`src/rtl/cpu_types_pkg.sv`:
```
// Shared CPU type definitions: RAM handshake states, the arbiter's FSM
// encoding and the machine word type.
package cpu_types_pkg;

   typedef logic [31:0] word_t;

   typedef enum logic [1:0] {
      FREE   = 2'd0,
      BUSY   = 2'd1,
      ACCESS = 2'd2,
      ERROR  = 2'd3
   } ramstate_t;

   typedef enum logic [1:0] {
      IDLE   = 2'd0,
      DGRANT = 2'd1,
      IGRANT = 2'd2
   } arb_state_t;

endpackage

```
`src/rtl/mem_port_arbiter.sv`:
```
// Arbiter sharing the single-ported unified RAM between instruction fetch
// and data accesses. Data has priority unless an instruction read has been
// passed over STARVE_MAX times in a row. The FSM state is the only grant
// source; RAM-side outputs and wait lines are decoded from it
// combinationally, so a completion is seen in the same cycle as ACCESS.
// Optional build macro MEM_PORT_ARBITER_PERF_EN adds the icount/dcount
// completion counters.
module mem_port_arbiter
   import cpu_types_pkg::*;
#(
   parameter int unsigned STARVE_MAX = 3,
   parameter int unsigned CNT_W      = 4
) (
   input  logic      CLK,
   input  logic      nRST,
   input  logic      iREN,
   input  word_t     iaddr,
   output logic      iwait,
   output word_t     iload,
   input  logic      dREN,
   input  logic      dWEN,
   input  word_t     daddr,
   input  word_t     dstore,
   output logic      dwait,
   output word_t     dload,
   output logic      ramREN,
   output logic      ramWEN,
   output word_t     ramaddr,
   output word_t     ramstore,
   input  word_t     ramload,
   input  ramstate_t ramstate
`ifdef MEM_PORT_ARBITER_PERF_EN
   ,
   output word_t     icount,
   output word_t     dcount
`endif
);

   arb_state_t       state_q;
   logic [CNT_W-1:0] cnt_q;
   logic [CNT_W-1:0] cnt_inc;
   word_t            iload_q;
   word_t            dload_q;
   logic             dreq;
   logic             d_act;
   logic             i_act;
   logic             d_done;
   logic             i_done;
   logic             starve_hit;

   // A grant only drives the RAM while its requester still asks; a dropped
   // request (pipeline flush) releases the port in the same cycle.
   assign dreq       = dREN | dWEN;
   assign d_act      = (state_q == DGRANT) && dreq;
   assign i_act      = (state_q == IGRANT) && iREN;
   assign d_done     = d_act && (ramstate == ACCESS);
   assign i_done     = i_act && (ramstate == ACCESS);
   assign starve_hit = iREN && (cnt_q >= CNT_W'(STARVE_MAX));
   assign cnt_inc    = (&cnt_q) ? cnt_q : cnt_q + 1'b1;

   // RAM-side mux: route the granted requester's request to the RAM.
   always_comb begin
      ramREN   = 1'b0;
      ramWEN   = 1'b0;
      ramaddr  = '0;
      ramstore = '0;
      if (d_act) begin
         ramREN   = dREN & ~dWEN;
         ramWEN   = dWEN;
         ramaddr  = daddr;
         ramstore = dstore;
      end else if (i_act) begin
         ramREN   = 1'b1;
         ramaddr  = iaddr;
      end
   end

   assign dwait = ~d_done;
   assign iwait = ~i_done;
   assign dload = d_done ? ramload : dload_q;
   assign iload = i_done ? ramload : iload_q;

   // Grant FSM with starvation counter and load-hold registers.
   always_ff @(posedge CLK or negedge nRST) begin
      if (!nRST) begin
         state_q <= IDLE;
         cnt_q   <= '0;
         iload_q <= '0;
         dload_q <= '0;
      end else begin
         case (state_q)
            IDLE: begin
               if (dreq && !starve_hit) state_q <= DGRANT;
               else if (iREN)           state_q <= IGRANT;
            end
            DGRANT: begin
               if (!dreq) begin
                  state_q <= IDLE;
               end else if (ramstate == ACCESS) begin
                  state_q <= IDLE;
                  cnt_q   <= iREN ? cnt_inc : '0;
                  dload_q <= ramload;
               end
            end
            IGRANT: begin
               if (!iREN) begin
                  state_q <= IDLE;
               end else if (ramstate == ACCESS) begin
                  state_q <= IDLE;
                  cnt_q   <= '0;
                  iload_q <= ramload;
               end
            end
            default: state_q <= IDLE;
         endcase
      end
   end

`ifdef MEM_PORT_ARBITER_PERF_EN
   word_t icount_q;
   word_t dcount_q;

   // Completed-access counters, wrapping at 2^32.
   always_ff @(posedge CLK or negedge nRST) begin
      if (!nRST) begin
         icount_q <= '0;
         dcount_q <= '0;
      end else begin
         if (i_done) icount_q <= icount_q + 32'd1;
         if (d_done) dcount_q <= dcount_q + 32'd1;
      end
   end

   assign icount = icount_q;
   assign dcount = dcount_q;
`endif

endmodule

```
`config.mk`:
```
export PLATFORM = sky130hd
export DESIGN_NAME = mem_port_arbiter
export DESIGN_NICKNAME = d
export VERILOG_FILES = /design/src/rtl/cpu_types_pkg.sv /design/src/rtl/mem_port_arbiter.sv
export SDC_FILE = /design/constraint.sdc
export NUM_CORES = 1
export LEC_CHECK = 0
export BUFFER_PORTS_ARGS = -buffer_cell sky130_fd_sc_hd__buf_4
export CAP_MARGIN = 5
export CORE_AREA = 2 2 103 105
export CTS_BUF_LIST = sky130_fd_sc_hd__clkbuf_4 sky130_fd_sc_hd__clkbuf_8
export DETAILED_ROUTE_END_ITERATION = 10
export DIE_AREA = 0 0 105 107
export PLACE_DENSITY = 0.69
export SLEW_MARGIN = 5
export SYNTH_ARGS = -nofsm -noshare
export SYNTH_HDL_FRONTEND = slang
export SYNTH_SLANG_ARGS = --single-unit
```
`constraint.sdc`:
```
create_clock -name CLK -period 2.45 [get_ports CLK]
set_input_delay 0.49 -clock CLK [delete_from_list [all_inputs] [get_ports CLK]]
set_output_delay 0.49 -clock CLK [all_outputs]
set_load 0.05 [all_outputs]
```
==> results.md, run 1 <==
* Startpoint type of the worst setup path: register
* Clock tree from TritonCTS: done
* Cell taking the most area after synthesis: dfrtp_1
* Number of cells on the worst reg-to-reg path at 5
* TritonCTS buffer count at 9
* Overall routed net length at about 13000 um
* Worst setup skew after layout at 0.0135 ns
* Number of rows in the core area at 37
* Core Region at 10100 um2
* Worst path required time at between 1.5 and 2 ns
* Wirelength per Cell at around 20 um
* First-pass GRT wire length at 17700 um
* Root buffer selected by CTS: clkbuf_8
* Ys flop type: dfrtp_1
* RSZ-0062 raised after global routing: yes
* CP Max Fanout at 7
* Total of hold buffers inserted after clock tree synthesis at 0
* Vias per inst at between 4 and 5
* H-tree depth at 3
* Final Non-Filler Cells at between 600 and 700
* Effective utilization at floorplan at 0.329
* Overall power of the completed layout at about 9.3 mW
* Part of the cycle the worst path needs at 1.00
* Count of antenna diodes in the layout at 0
* Count of final setup violators at 6
* Buffer and inverter count on the worst path at 3
* Crit-path cells: nand2b_4 -> nor3b_4 -> buf_6 -> clkbuf_16 -> mux2_4 -> buf_6
* Crit Reg-Reg Startpoint: state_q[0]
* Ratio of cells with drive above 1 in the final layout at 0.700
* Setup crit end kind: primary output
* Clock network latency to the later pin of the worst-skew pair at between 0.3 and 0.4 ns
* Violations in the final reports: setup timing
* Worst Max-Slew Pin Slew at 0.869 ns
* Leak Pwr at 3.27 nW
* Residual antenna-violating net count after detailed routing at 0
* Count of nets after finishing at about 670
* Number of clock sinks at 70
* Standard cell area after detailed placement at approximately 5500 um2
* Worst slew margin at 0.421
* Signal arrival time at the worst endpoint at ~2.0 ns
* Synthesized instance count at approximately 250
* Number of flops mapped to enable cells by yosys at 0
* PortBufs at 266
* Top cell by count, worst path: buf_6
* DIE HEIGHT at between 100 and 150 um
* Ratio of total power to cell area at 1440 nW/um2
* Post-CTS clock slew at the launch and capture registers of the worst setup and hold paths at 0.08 ns
* Mapped cell area at between 3000 and 4000 um2
* Achievable clock frequency at between 0.4 and 0.5 GHz
* Post-route design area at around 6400 um2
* Setup WS post-layout at -0.00391 ns
* Synthesized Nets at around 390
* Area of the die at roughly 11000 um2
* Crit-path slowest cell: dfrtp_1
* Peak ir drop on the vdd network at roughly 0.76 mV
* Max Buffers Root-to-Sink at 2
* Synth Register Bits at 70
* Routability-driven placement congestion ratio at between 0.8 and 0.9
* Synthesis warning total at 0
* Layout-stage area growth over the synthesis result at 94.0%
* Final slew viol count at 0
* Total area of multi-input combinational cells at ~1700 um2
* Pin count of the biggest net entering global routing at around 70
* Top-level I/O count at around 270
* Via count of the first global-routing pass at 3238
* Synth Area per Inst at about 13 um2
* Overall global routing resource usage at 0.207
* Die outline width at roughly 110 um
* DR iter-0 viols at 130
* Remaining global-route overflow at 0
* Max-cap check violation count at 0
* Async set-or-reset flop fraction in the synthesized netlist at 1.00
* Number of detailed-route iterations in the first pass at 4
* # DRC at 0
* Number of placed cells counting well taps at approximately 640
* Final number of hold-violating endpoints at 0
* Synth top area cells: dfrtp_1 (53%), mux2_2 (19%), a22o_1 (9.0%), and2_1 (6.4%), mux2_1 (3.4%)
* Time the worst path needs with I/O delays and setup at 2.45 ns
* Source of the critical timing path: state_q[1]
* Area taken by flip-flops and latches at between 1500 and 2000 um2
* Critical path's largest stage delay at about 0.42 ns
* Most numerous cell types in the synthesized netlist: dfrtp_1 (70), mux2_2 (55), a22o_1 (34), and2_1 (34), mux2_1 (10)
* Result of the run: finished with violations
* Internal reg-to-reg setup slack at approximately 0.71 ns
* Path class of the lowest-slack min-delay path: in -> async
* Register area share after synthesis at 0.527
* Count of filler cells inserted in the layout at slightly below 800
* Crit Path Class: reg -> out
* Most common cell in the synthesized netlist: dfrtp_1
* Detailed placement HPWL at about 9600 um
* Vias post-DR at around 3.2k
* Top-area cell type share of the netlist area at 0.527
* Antenna violations before repair at 0
* Count of different cell masters after synthesis at 31
* Top delay family on crit path: buffers and inverters
* Total Neg Setup Slack at -0.0152 ns
* Number of gates on the worst path with buffers counted at 6
==> layout by cell type, fill, tap and decap left out, drive strengths merged, types with 2 or more instances in the layout <==
master	instances
dfrtp	70
and2	34
nor2b	2
clkinv	2
bufinv	2
inv	5
a22o	34
clkbuf	13
nor2	5
buf	285
and3	3
mux2	65
nor3b	3
o21ai	2
nand2b	2
==> repair_timing <==
| action | 4_1_cts | 5_1_grt |
|---|---|---|
| endpoints found under the setup margin | 64 | 64 |
| resized for setup | 48 | 111 |
| gates cloned | 1 | 3 |
| setup buffers | 5 | 5 |
| endpoints found under the hold margin | 0 | 0 |
| pin swaps | 1 | 1 |
==> flip-flops by register name (all words and copies together), names as in the netlist <==
signal,count
state_q,2
dload_q,32
cnt_q,4
iload_q,32
==> logic make-up after synthesis <==
family          count (synthesis)  synth area share
fa+ha+maj                       1           0.00377
compound gates                 41             0.106
simple gates                   52             0.104
flops                          70             0.527
buf+inv                        20            0.0384
mux                            65             0.220
==> layout make-up <==
cell class	count	area share
sequential	70	0.272
timing repair buffer	288	0.402
multi-input combinational	159	0.263
tap	136	0.0264
clock buffer	10	0.0204
clock inverter	6	0.0146
inverter	4	0.00233
==> final timing paths <==
kind | to
worst max-delay path | dload[7]
worst min-delay path | dload_q[24]
worst max register to register | cnt_q[2]
worst min register to register | dload_q[28]
max in group asynchronous | iload_q[19]
min in group CLK | iload_q[8]
==> where the power goes <==
part	total (mW)	switching, mW	leakage [nW]	internal, mW
clock network	1.05	0.456	0.110	0.592
registers	1.89	0.189	0.861	1.70
logic	6.31	3.80	2.30	2.51
total	9.25	4.45	3.27	4.80
==> stage by stage <==
| stage | hold slack [ns] | util | setup WS, ns |
|---|---|---|---|
| final | 0.251 | 0.639 | -0.00391 |
| after global routing | 0.324 | 0.639 | -0.111 |
| after CTS | 0.288 | 0.592 | -0.0515 |
| after detailed placement | 0.478 | 0.546 | 0.0492 |
| after global placement | 0.465 | 0.546 | 0.0766 |
| after floorplan | 0.194 | - | 0.102 |
==> per-layer routing <==
| layer | up-vias | share of wire | GRT usage |
|---|---|---|---|
| met5 | - | 0 | 0 |
| met4 | 0 | 0.021 | 0.0695 |
| met3 | 14 | 0.065 | 0.0590 |
| met2 | 159 | 0.56 | 0.385 |
| met1 | 1573 | 0.36 | 0.226 |
| li1 | 1463 | - | - |
==> worst reg2reg max path: stages (launching register included) <==
cell and delay [ns]:
dfrtp_1 0.41, nand2b_4 0.17, nor2_4 0.09, buf_4 0.35, o21ai_0 0.22, a221o_1 0.39
No activity file was read; power rests on OpenSTA's default activity.
==> inputs of run 2 (changes only) <==
--- a/config.mk
+++ b/config.mk
@@ -5,13 +5,14 @@
 export SDC_FILE = /design/constraint.sdc
 export NUM_CORES = 1
 export LEC_CHECK = 0
+export ABC_AREA = 1
 export BUFFER_PORTS_ARGS = -buffer_cell sky130_fd_sc_hd__buf_4
 export CAP_MARGIN = 5
-export CORE_AREA = 2 2 103 105
+export CORE_AREA = 2 2 104 106
 export CTS_BUF_LIST = sky130_fd_sc_hd__clkbuf_4 sky130_fd_sc_hd__clkbuf_8
 export DETAILED_ROUTE_END_ITERATION = 10
-export DIE_AREA = 0 0 105 107
-export PLACE_DENSITY = 0.69
+export DIE_AREA = 0 0 106 108
+export PLACE_DENSITY = 0.71
 export SLEW_MARGIN = 5
 export SYNTH_ARGS = -nofsm -noshare
 export SYNTH_HDL_FRONTEND = slang
==> constraint.sdc (replaced) <==
create_clock -name CLK -period 2.9 [get_ports CLK]
set_input_delay 0.58 -clock CLK [delete_from_list [all_inputs] [get_ports CLK]]
set_output_delay 0.58 -clock CLK [all_outputs]
set_load 0.05 [all_outputs]
==> run 2 against run 1 <==
The run now ends clean. Count of clock-buffer cells in the layout up 1. Clock skew decreased by 0.0082 ns. First-iteration DRC count grew 72%. Core utilization is 6.3 points lower. Wire length down 12%. Power down 28%. Highest routed layer unchanged.
==> results.md, run 2 <==
* Synthesized instance count at 423 (+70%)
* Cell taking the most area after synthesis: dfrtp_1
* Ratio of cells with drive above 1 in the final layout at 0.480 (-0.220)
* Routability-driven placement congestion ratio at 0.786 (-4.6%)
* Leak Pwr at 3.44 nW (+5.2%)
* TritonCTS buffer count at 9 (unchanged)
* Time the worst path needs with I/O delays and setup at roughly 2.7 ns
* Terminus of the critical flop-to-flop path: dload_q[17]
* Number of clock sinks at 70 (unchanged)
* Post-CTS clock slew at the launch and capture registers of the worst setup and hold paths at 0.08 ns (about the same)
* Count of antenna diodes in the layout at 0 (unchanged)
* Vias post-DR at 3710 (+16%)
* Register area share after synthesis at 0.492 (-0.0349)
* Core Region at 10200 um2 (+1.4%)
* Async set-or-reset flop fraction in the synthesized netlist at 1.00 (unchanged)
* Setup crit end kind: primary output
* Antenna violations before repair at 0 (unchanged)
* Count of final setup violators at 0 (-6)
* Most numerous cell types in the synthesized netlist: nand2_1 (97), inv_1 (74), dfrtp_1 (70), nor2_1 (43), a22o_1 (32)
* DR iter-0 viols at 223 (+72%)
* Number of detailed-route iterations in the first pass at 4 (unchanged)
* Number of setup buffers added after CTS at 0 (-5)
* Top-area cell type share of the netlist area at 0.492 (-0.0349)
* Part of the cycle the worst path needs at 0.930
* Crit Reg-Reg Startpoint: state_q[1]
* Area of the die at 11400 um2 (+1.9%)
* RSZ-0062 raised after global routing: no
* Startpoint type of the worst setup path: register
* Top-level I/O count at 267 (unchanged)
* Detailed placement HPWL at 9120 um (-5.0%)
* Layout-stage area growth over the synthesis result at 65.5%
* Worst slew margin at 0.407 (-0.0135)
* Number of cells on the worst reg-to-reg path at 6 (+1)
* Overall power of the completed layout at 6.66 mW (-28%)
* Synthesis warning total at 0 (unchanged)
* CP Max Fanout at 36 (+29)
* Synthesized Nets at 559 (+45%)
* Wirelength per Cell at 14.0 um (-29%)
* Achievable clock frequency at 0.371 GHz
* Ratio of total power to cell area at 1130 nW/um2 (-21%)
* Root buffer selected by CTS: clkbuf_8
* Most common cell in the synthesized netlist: nand2_1
* # DRC at 0 (unchanged)
* Top delay family on crit path: buffers and inverters
* Total of hold buffers inserted after clock tree synthesis at 0 (unchanged)
* Die outline width at 106 um (+0.95%)
* Effective utilization at floorplan at 0.348 (+0.0185)
* DIE HEIGHT at 108 um (+0.93%)
* Setup WS post-layout at 0.202 ns (+0.206 ns)
* Number of placed cells counting well taps at 813 (+26%)
* Highest-count cells in the layout ignoring fill and taps: buf_4 (272), nand2_1 (97), inv_1 (74)
* Residual antenna-violating net count after detailed routing at 0 (unchanged)
* Ys flop type: dfrtp_1
* Max Buffers Root-to-Sink at 2 (unchanged)
* Worst path required time at 2.32 ns (+0.36 ns)
* Internal reg-to-reg setup slack at 1.26 ns (+0.55 ns)
* Overall routed net length at 11600 um (-12%)
* Final number of hold-violating endpoints at 0 (unchanged)
* Number of rows in the core area at 37 (unchanged)
* Remaining global-route overflow at 0 (unchanged)
* Critical path's largest stage delay at 0.43 ns (about the same)
* Synth top area cells: dfrtp_1 (49%), nand2_1 (10%), a22o_1 (7.9%), inv_1 (7.8%), o21ai_2 (7.6%)
* Most common cell after layout, fill and taps aside: buf_4
* Total Neg Setup Slack at 0 ns (+0.0152 ns)
* First-pass GRT wire length at 17700 um (+0.15%)
* Worst setup skew after layout at 0.00532 ns (-0.00823 ns)
* Result of the run: finished clean
* H-tree depth at 3 (unchanged)
* Final Non-Filler Cells at 828 (+23%)
* Crit-path cells: nor2_4 -> nand2_2 -> inv_6 -> nand2_4 -> buf_12 -> o21ai_1 -> buf_4
* Via count of the first global-routing pass at 3663 (+13%)
* Clock network latency to the later pin of the worst-skew pair at 0.33 ns (about the same)
* Vias per inst at 4.48 (-6.0%)
* PostCTS Resize Cnt at 0 (-100%)
* Crit-path slowest cell: dfrtp_1
* Final slew viol count at 0 (unchanged)
* Synth Area per Inst at 8.41 um2 (-37%)
* Mapped cell area at 3560 um2 (+7.1%)
* Pin count of the biggest net entering global routing at 71 (unchanged)
* Synth Register Bits at 70 (unchanged)
* Number of gates on the worst path with buffers counted at 7 (+1)
* PortBufs at 266 (unchanged)
* Buffer and inverter count on the worst path at 3 (unchanged)
* Worst Max-Slew Pin Slew at 0.889 ns (+0.0203 ns)
* Regs by FF count: dload_q (32), iload_q (32), cnt_q (4)
* Signal arrival time at the worst endpoint at 2.12 ns (+0.16 ns)
* Crit Path Class: reg -> out
* Pre-CTS setup slack at 0.240 ns (+0.191 ns)
* Max-cap check violation count at 0 (unchanged)
* Overall global routing resource usage at 0.194 (-0.0131)
* Count of nets after finishing at 824 (+23%)
* Count of different cell masters after synthesis at 22 (-29%)
* Path class of the lowest-slack min-delay path: in -> async
* Clock tree from TritonCTS: done
* Peak ir drop on the vdd network at 0.696 mV (-7.8%)
* Number of flops mapped to enable cells by yosys at 0 (unchanged)
-- run 2: routing by layer --
| layer | track usage | wire length (um) | share of wire |
|---|---|---|---|
| met4 | 0.0423 | 102 | 0.0088 |
| met1 | 0.242 | 4720 | 0.41 |
| met5 | 0 | 0 | 0 |
| met2 | 0.329 | 5860 | 0.51 |
| met3 | 0.0663 | 886 | 0.077 |
-- run 2: through the flow --
stage	cell area, um2	hold slack (ns)	utilization
CTS	5880	0.387	0.575
floorplan	3560	0.284	-
global placement	5690	0.451	0.556
finish	5890	0.361	0.575
detailed placement	5690	0.456	0.556
global route	5890	0.422	0.575
-- run 2: cell families (layout without fill, tap and decap cells) --
family / after synthesis / count (layout) / synth area share
buffers and inverters: 100 / 369 / 0.124
AO/OA/AOI/OAI: 97 / 97 / 0.203
AND/OR/NAND/NOR: 155 / 155 / 0.177
flip-flops: 70 / 70 / 0.492
adder cells (fa/ha/maj): 1 / 1 / 0.00352
-- run 2: final cells by class --
cell class | count | area, um2
clock buffers | 11 | 145
repair buffers | 275 | 2100
inverters | 79 | 304
flip-flops and latches | 70 | 1750
multi-input cells | 253 | 1370
clock inverters | 4 | 47.5
fillers | 919 | 4350
well taps | 136 | 170
-- run 2: power breakdown --
part           internal, mW  switching, mW  total (mW)  leakage (nW)
Sequential             1.34          0.115        1.46         0.900
Combinational          1.26           3.17        4.43          2.44
Clock                 0.423          0.354       0.777        0.0986
Total                  3.02           3.64        6.66          3.44
-- run 2: worst max path at each step --
stage	start	to	slack (ns)
detailed placement	dWEN	dload[19]	0.24
floorplan	dWEN	dload[23]	0.31
global placement	dWEN	dload[22]	0.31
CTS	state_q[1]	dload[19]	0.12
finish	state_q[1]	dload[17]	0.20
global route	state_q[0]	dload[22]	0.04
